## config.mk

```make
export PLATFORM = sky130hd
export DESIGN_NAME = sd_cmd_response_rx
export DESIGN_NICKNAME = d
export VERILOG_FILES = /design/src/rtl/sd_host_pkg.sv /design/src/rtl/sd_crc7.sv /design/src/rtl/sd_cmd_response_rx.sv
export SDC_FILE = /design/constraint.sdc
export NUM_CORES = 1
export LEC_CHECK = 0
export BUFFER_PORTS_ARGS = -buffer_cell sky130_fd_sc_hd__buf_2
export CAP_MARGIN = 20
export CORE_ASPECT_RATIO = 0.5
export CORE_UTILIZATION = 57
export CTS_BUF_LIST = sky130_fd_sc_hd__clkbuf_2
export DETAILED_ROUTE_END_ITERATION = 8
export HOLD_SLACK_MARGIN = 0.05
export PLACE_DENSITY = 0.82
export REMOVE_ABC_BUFFERS = 1
export SYNTH_ARGS = -nofsm -noshare
export SYNTH_HDL_FRONTEND = slang
export SYNTH_SLANG_ARGS = --single-unit
```

## constraint.sdc

```tcl
create_clock -name CLK_SD_card -period 2.5 [get_ports CLK_SD_card]
set_input_delay 0 -clock CLK_SD_card [delete_from_list [all_inputs] [get_ports CLK_SD_card]]
set_output_delay 0 -clock CLK_SD_card [all_outputs]
set_load 0.01 [all_outputs]
```

## src/rtl/sd_host_pkg.sv

```systemverilog
// Shared SD host definitions: response-receiver FSM encoding, frame/NCR limits and the CRC7 step.
// Used by the CMD response receiver and the CRC7 engine (shared later with the CMD transmit path).
package sd_host_pkg;

    localparam int         SD_RESP_BITS = 48;
    localparam int         SD_NCR_MAX   = 64;
    localparam logic [6:0] SD_CRC7_POLY = 7'h09;

    typedef logic [1:0] sd_rx_state_t;

    localparam sd_rx_state_t ST_IDLE       = 2'd0;
    localparam sd_rx_state_t ST_WAIT_START = 2'd1;
    localparam sd_rx_state_t ST_RECEIVE    = 2'd2;
    localparam sd_rx_state_t ST_DONE       = 2'd3;

    // One serial CRC7 step (x^7 + x^3 + 1), message bits fed MSB first.
    function automatic logic [6:0] crc7_step(input logic [6:0] crc, input logic bit_in);
        logic fb;
        fb = crc[6] ^ bit_in;
        return {crc[5:0], 1'b0} ^ (fb ? SD_CRC7_POLY : 7'h00);
    endfunction

endpackage

```

## src/rtl/sd_crc7.sv

```systemverilog
// Serial CRC7 engine: synchronous clear, one message bit per enabled cycle, running CRC out.
module sd_crc7
    import sd_host_pkg::*;
(
    input  logic       clk,
    input  logic       rst_n,
    input  logic       clear,
    input  logic       enable,
    input  logic       bit_in,
    output logic [6:0] crc
);

    logic [6:0] crc_q;
    logic [6:0] crc_d;

    always_comb begin
        crc_d = crc_q;
        if (clear) begin
            crc_d = 7'h00;
        end else if (enable) begin
            crc_d = crc7_step(crc_q, bit_in);
        end
    end

    always_ff @(posedge clk or negedge rst_n) begin
        if (!rst_n) begin
            crc_q <= 7'h00;
        end else begin
            crc_q <= crc_d;
        end
    end

    assign crc = crc_q;

endmodule

```

## src/rtl/sd_cmd_response_rx.sv

```systemverilog
// SD CMD-line response receiver: waits for the card start bit, captures a 48-bit frame, flags errors.
// Optional CRC7 check of the received frame is built when SD_RESP_CRC_CHECK_EN is defined.
module sd_cmd_response_rx
    import sd_host_pkg::*;
#(
    parameter int RESP_BITS      = SD_RESP_BITS,
    parameter int TIMEOUT_CYCLES = SD_NCR_MAX,
    parameter int CNT_W          = 7
) (
    input  logic                 CLK_SD_card,
    input  logic                 reset,
    input  logic                 start_listening,
    input  logic                 cmd_from_sd,
    output logic                 busy,
    output logic                 done,
    output logic [RESP_BITS-1:0] response,
    output logic [5:0]           resp_index,
    output logic [31:0]          response_status,
    output logic                 timeout_error,
    output logic                 end_bit_error,
    output logic                 crc_error
);

    sd_rx_state_t           state_q, state_d;
    logic [CNT_W-1:0]       cnt_q, cnt_d;
    logic [RESP_BITS-2:0]   shift_q, shift_d;
    logic [RESP_BITS-1:0]   response_q, response_d;
    logic                   timeout_q, timeout_d;
    logic                   end_bit_err_q, end_bit_err_d;
    logic [RESP_BITS-1:0]   frame;

    // The frame as it stands once the current line sample is appended.
    assign frame = {shift_q, cmd_from_sd};

`ifdef SD_RESP_CRC_CHECK_EN
    logic       crc_clear;
    logic       crc_en;
    logic [6:0] crc_val;
    logic       crc_err_q, crc_err_d;

    sd_crc7 u_crc7 (
        .clk    (CLK_SD_card),
        .rst_n  (reset),
        .clear  (crc_clear),
        .enable (crc_en),
        .bit_in (cmd_from_sd),
        .crc    (crc_val)
    );
`endif

    always_comb begin
        state_d       = state_q;
        cnt_d         = cnt_q;
        shift_d       = shift_q;
        response_d    = response_q;
        timeout_d     = timeout_q;
        end_bit_err_d = end_bit_err_q;
`ifdef SD_RESP_CRC_CHECK_EN
        crc_clear     = 1'b0;
        crc_en        = 1'b0;
        crc_err_d     = crc_err_q;
`endif
        case (state_q)
            ST_IDLE: begin
                if (start_listening) begin
                    state_d       = ST_WAIT_START;
                    cnt_d         = '0;
                    timeout_d     = 1'b0;
                    end_bit_err_d = 1'b0;
`ifdef SD_RESP_CRC_CHECK_EN
                    crc_clear     = 1'b1;
                    crc_err_d     = 1'b0;
`endif
                end
            end
            ST_WAIT_START: begin
                if (!cmd_from_sd) begin
                    // A start bit on the final NCR sample still wins over the timeout.
                    state_d = ST_RECEIVE;
                    cnt_d   = CNT_W'(1);
                    shift_d = {shift_q[RESP_BITS-3:0], cmd_from_sd};
`ifdef SD_RESP_CRC_CHECK_EN
                    crc_en  = 1'b1;
`endif
                end else begin
                    cnt_d = cnt_q + CNT_W'(1);
                    if (cnt_q == CNT_W'(TIMEOUT_CYCLES - 1)) begin
                        state_d   = ST_DONE;
                        timeout_d = 1'b1;
                    end
                end
            end
            ST_RECEIVE: begin
                shift_d = {shift_q[RESP_BITS-3:0], cmd_from_sd};
                cnt_d   = cnt_q + CNT_W'(1);
`ifdef SD_RESP_CRC_CHECK_EN
                crc_en  = (cnt_q < CNT_W'(RESP_BITS - 8));
`endif
                if (cnt_q == CNT_W'(RESP_BITS - 1)) begin
                    state_d       = ST_DONE;
                    response_d    = frame;
                    end_bit_err_d = frame[RESP_BITS-2] | ~frame[0];
`ifdef SD_RESP_CRC_CHECK_EN
                    crc_err_d     = (frame[7:1] != crc_val);
`endif
                end
            end
            default: begin
                state_d = ST_IDLE;
            end
        endcase
    end

    always_ff @(posedge CLK_SD_card or negedge reset) begin
        if (!reset) begin
            state_q       <= ST_IDLE;
            cnt_q         <= '0;
            shift_q       <= '0;
            response_q    <= '0;
            timeout_q     <= 1'b0;
            end_bit_err_q <= 1'b0;
        end else begin
            state_q       <= state_d;
            cnt_q         <= cnt_d;
            shift_q       <= shift_d;
            response_q    <= response_d;
            timeout_q     <= timeout_d;
            end_bit_err_q <= end_bit_err_d;
        end
    end

`ifdef SD_RESP_CRC_CHECK_EN
    always_ff @(posedge CLK_SD_card or negedge reset) begin
        if (!reset) begin
            crc_err_q <= 1'b0;
        end else begin
            crc_err_q <= crc_err_d;
        end
    end

    assign crc_error = crc_err_q;
`else
    assign crc_error = 1'b0;
`endif

    assign busy            = (state_q == ST_WAIT_START) || (state_q == ST_RECEIVE);
    assign done            = (state_q == ST_DONE);
    assign response        = response_q;
    assign resp_index      = response_q[45:40];
    assign response_status = response_q[39:8];
    assign timeout_error   = timeout_q;
    assign end_bit_error   = end_bit_err_q;

endmodule

```

## Word-level counts from Yosys, hierarchy flattened

Index checks and enable logic that the tools add are counted.

- Bits in registers: 106
- Output and inout bits: 91
- Logic and storage cells: 48

- $add $sub $neg: 1
- Equal/unequal tests: 11
- Mux-type cells: 16
- Bitwise gates (word level): 2
- Reductions and logical operators: 12

Operators by type and width:

| cell | number |
|---|---|
| $pmux 47 s2 | 1 |
| $mux 47 | 1 |
| $pmux 7 s3 | 1 |
| $eq 7x6->1 const B | 2 |
| $mux 7 | 2 |
| $ne 2x2->1 const B | 5 |
| $mux 2 | 4 |
| $add 7x1->7 const B | 1 |
| $pmux 2 s3 | 1 |
| $reduce_and 2->1 | 3 |
| $reduce_and 3->1 | 2 |
| $reduce_bool 2->1 | 3 |
| $eq 2x2->1 const B | 2 |
| $mux 1 | 4 |
| $pmux 1 s2 | 2 |
| $reduce_and 4->1 | 1 |
| $ne 3x3->1 const B | 1 |
| $reduce_bool 3->1 | 1 |
| $eq 2x1->1 const B | 1 |
| $logic_not 2->1 | 1 |
| $logic_or 1x1->1 | 1 |
| $not 1->1 | 1 |
| $or 1x1->1 | 1 |

## Depth between registers and ports, before layout

- Word-level depth: 4
- Depth in mapped cells: 7
- Depth with buffers taken out: 6

## Worst setup path after synthesis

Ideal clock, no wire load.

- Path kind: reg2reg
- Start: register state_q[1]
- End: register shift_q[10]
- Data arrival time: 1704 ps
- Path slack: 671 ps
- Stages on the path, launching flop included: 8
- Period minus slack after synthesis: 1829 ps
- Cells stage by stage: dfrtp_1 -> inv_1 -> ha_1 -> and2_1 -> buf_2 -> nor2_4 -> buf_6 -> mux2_2

- Cells in the longest elaborated chain, start to end: 3
- Elaborated cells on any way between the ends: 6
- Those cells by class: eq/ne (3); mux (1); reduce/logical (2)

RTL lines:

| element | line | RTL |
|---|---|---|
| from (decl) | sd_cmd_response_rx.sv:24 | `sd_rx_state_t state_q, state_d;` |
| from (signal assigned) | sd_cmd_response_rx.sv:123 | `state_q <= state_d;` |
| $eq 2x1->1 or $eq 2x2->1 (tied branches) | sd_cmd_response_rx.sv:63 | `case (state_q)` |
| $ne 2x2->1 (no line) or $reduce_bool 2->1 (tied branches) | -- |  |
| $reduce_and 2->1 (no line) | -- |  |
| to (signal assigned) | sd_cmd_response_rx.sv:125 | `shift_q <= shift_d;` |
| to (decl) | sd_cmd_response_rx.sv:26 | `logic [RESP_BITS-2:0] shift_q, shift_d;` |

Several ways; a longest one is shown, not always the timed one.
A chain may end at the register's enable or synchronous reset.

## Final worst setup path

- Start: register state_q[1]
- End: register state_q[1]

- Cells in the longest elaborated chain, start to end: 3
- Elaborated cells on any way between the ends: 8
- Those cells by class: eq/ne (5); mux (1); reduce/logical (2)

RTL lines:

| element | line |
|---|---|
| $eq 2x1->1 (tied with other cells) | sd_cmd_response_rx.sv:63 |
| $ne 3x3->1 (no line) or $ne 2x2->1 (tied branches) | -- |
| $reduce_and 3->1 (no line) | -- |

Several ways; a longest one is shown, not always the timed one.

==> out/summary.log <==
[drt] DR DRC count 0
[power_and_ir_drop] leakage power summed over all cells 2.876 nW
[placed_design] port buffer count 93
[clock_network] largest buffer count on any clock path 2
[clock_network] clock tree from TritonCTS done
[drt] initial DRC count 149
[final_layout] Syn-to-layout area delta 9.674%
[yosys] synth cell count leaders 106 x sky130_fd_sc_hd__dfrtp_1, 74 x sky130_fd_sc_hd__mux2_2, 39 x sky130_fd_sc_hd__buf_4
[placed_design] placed wire-length estimate 5195 um
[final_layout] area occupied by multi-input gates 0.001618 mm2
[sta] post-route fraction of the period consumed by the critical path 0.7867
[clock_network] clock latency at the later pin of the worst-skew pair 0.55 ns
[critical_path] Req. time, crit path 2.96 ns
[yosys] portion of synthesized cell area occupied by the leading cell type 0.5665
[drt] total routed wirelength 7755 um
[power_and_ir_drop] P per Cell Area 848.5 mW/mm2
[sta] Final Setup Violations 0
[final_layout] Sequential cell area 0.002653 mm2
[clock_network] Post-CTS Repair Setup Buffers 0
[placed_design] global placement routability congestion 0.8598
[global_routing] number of antenna violations at the first check in global routing 0
[drt] vias per std cell 5.246
[yosys] Post-synth EDFFs 0
[yosys] synth unique cells 37
[yosys] leading cell type by number of instances after synthesis sky130_fd_sc_hd__dfrtp_1
[yosys] total standard cell area after synthesis 0.004682 mm2
[final_layout] Post-Layout Cell Count 496
[global_routing] Total Routing Usage GR 0.2003
[yosys] flip-flop cell with the highest count after synthesis sky130_fd_sc_hd__dfrtp_1
[critical_path] start-to-end type of the worst setup path register to register
[critical_path] maximum fanout encountered on the critical timing path 6
[placed_design] Post-Place Cell Area 0.004949 mm2
[final_layout] share of final-layout standard cells stronger than drive strength 1 0.5412
[sta] Sum Neg Setup Slack 0 ns
[drt] Detailed Routing Iterations Pass 1 4
[sta] Final Hold Fails 0
[yosys] synthesized area per cell 14.50 um2
[flow_run] Max-cap violations 0
[critical_path] worst stage delay on the critical path 0.47 ns
[yosys] post-synthesis cell count 323
[critical_path] data arrival time of the critical path 2.43 ns
[critical_path] kind of launch point of the worst setup path register
[global_routing] maximum number of pins on one net before global-route repair 67
[global_routing] number of global-route vias before repair 2636
[min_path] class of the most critical hold timing path primary input to register
[final_layout] diode count 0
[critical_path] Worst Setup End Kind register
[global_routing] overflow left after global routing 0
[placed_design] placed instance count 476
[sta] Max Clock Skew 0.02506 ns
[yosys] cell taking the most area after synthesis sky130_fd_sc_hd__dfrtp_1
[floorplanning] Core Area 0.007625 mm2
[clock_network] htree depth 3
[floorplanning] Die Wd 130.2 um
[floorplanning] Row Count 22
[clock_network] CTS clk-pin slew, worst paths 0.24 ns
[drt] Via Count 2602
[drt] average detailed-routed wire length per instance 15.64 um
[floorplanning] initial core utilization 0.6140
[clock_network] # resized after CTS 0
[yosys] Post-synth ARST share 1.000
[sta] worst slew slack as a fraction of its limit 0.4410
[critical_path] cells along the critical path inv_1 -> ha_1 -> and2_1 -> nand3b_1 -> a21oi_1 -> mux2_2
[clock_network] sink count of the clock tree 106
[sta] minimum clock period after layout 1.967 ns
[global_routing] wire length of the first global-routing pass 12810 um
[final_layout] count of filler cells inserted in the layout 518
[sta] pin slew with the least headroom to its limit 0.8386 ns
[floorplanning] die area 0.008602 mm2
[final_layout] number of nets in the finished design 393
[critical_path] Worst path slowest cell sky130_fd_sc_hd__dfrtp_1
[outcome] outcome finished, final reports clean
[sta] upper clock frequency limit 0.5085 GHz
[clock_network] CTS root buffer sky130_fd_sc_hd__clkbuf_2
[power_and_ir_drop] peak ir drop on the vdd network 0.4724 mV
[clock_network] total clock buffers created by CTS 9
[yosys] count of state elements after synthesis 106
[yosys] leading cell types by total area after synthesis sky130_fd_sc_hd__dfrtp_1 57%, sky130_fd_sc_hd__mux2_2 18%, sky130_fd_sc_hd__mux2_4 6.4%
[sta] RSZ-0062 raised after global routing no
[final_layout] Non-Filler Cell Area, Final 0.005135 mm2
[yosys] Yosys Warn Count 0
[floorplanning] top-level I/O count 95
[final_layout] final design utilization 0.6734
[floorplanning] height of the die 66.09 um
[sta] final-report max-slew violation count 0
[drt] ANT nets after route 0
[yosys] portion of the post-synthesis area used by sequential elements 0.5665
-- registers in the layout, indices dropped and copies added (netlist names) --
name	cells
response	48
end_bit_error	1
shift_q	47
timeout_error	1
cnt_q	7
state_q	2
-- final cells by class --
class / instances / share of cell area
repair buffers: 100 / 0.1106
clock buffers: 9 / 0.008772
well taps: 108 / 0.02632
clock inverters: 7 / 0.01974
multi-input cells: 162 / 0.3151
inverters: 4 / 0.002924
flip-flops and latches: 106 / 0.5166
-- repair_timing --
item / CTS / global route
hold buffers: 4 / 0
endpoints found under the hold margin: 114 / 0
endpoints found under the setup margin: 0 / 0
-- critical path, delay by kind of cell (launching register included) --
kind                     cells  cell delay [ns]
AO/OA/AOI/OAI                1             0.25
adder cells (fa/ha/maj)      1             0.25
buffers and inverters        1             0.09
flip-flops                   1             0.47
AND/OR/NAND/NOR              2             0.48
multiplexers                 1             0.36
-- metal layers --
metal,part of all wire,up-vias,global-route usage,routed length [um]
met3,0.038,10,0.04935,293
met2,0.52,60,0.3424,4002
met5,0,-,0,0
met4,0.015,0,0.08140,113
li1,-,1206,-,-
met1,0.43,1326,0.2469,3345
-- cell usage in the layout (no fill, tap or decap), drive strengths merged, types with 2 or more instances in the layout --
master	instances
dlygate4sd3	4
clkinv	3
and3	3
mux2	96
buf	96
a2bb2oi	2
clkbuf	9
nand2	7
inv	5
bufinv	2
o21ai	9
and2	2
ha	6
nor2	6
nor2b	5
a21oi	3
nand3	3
a22o	4
dfrtp	106
mux2i	2
-- through the flow --
| stage | power, mW | worst slack, ns | hold slack, ns |
|---|---|---|---|
| finish | 4.357 | 0.5334 | 0.3044 |
| global route | 4.615 | 0.4353 | 0.2451 |
| CTS | 4.399 | 0.5371 | 0.2123 |
| detailed placement | 3.496 | 0.5685 | 0.1579 |
| global placement | 3.415 | 0.6497 | 0.1370 |
| floorplan | 3.126 | 0.1201 | -0.2956 |
-- cells by family after synthesis --
group,share of synthesized area
buffers and inverters,0.08792
other,0.0008009
multiplexers,0.2512
adder cells (fa/ha/maj),0.01603
flip-flops,0.5665
AO/OA/AOI/OAI,0.03234
AND/OR/NAND/NOR,0.04517
-- final timing paths --
kind / startpoint / end / slack [ns] / cells past startpoint
min reg2reg: response[6]$_DFFE_PN0P_ / response[6]$_DFFE_PN0P_ / 0.54 / 1
max in group asynchronous: reset / response[0]$_DFFE_PN0P_ / 1.18 / 4
max: state_q[1]$_DFFE_PN0P_ / state_q[1]$_DFFE_PN0P_ / 0.53 / 6
min in group asynchronous: reset / response[30]$_DFFE_PN0P_ / 0.57 / 3
min: cmd_from_sd / shift_q[0]$_DFFE_PN0P_ / 0.30 / 4
max reg2reg: state_q[1]$_DFFE_PN0P_ / state_q[1]$_DFFE_PN0P_ / 0.53 / 6
-- report_power, final --
group | internal, mW | switching [mW] | total (mW)
logic | 0.657 | 0.632 | 1.29
clock network | 0.340 | 0.554 | 0.894
registers | 1.98 | 0.192 | 2.17
total | 2.98 | 1.38 | 4.36
No activity file was read; power rests on OpenSTA's default activity.
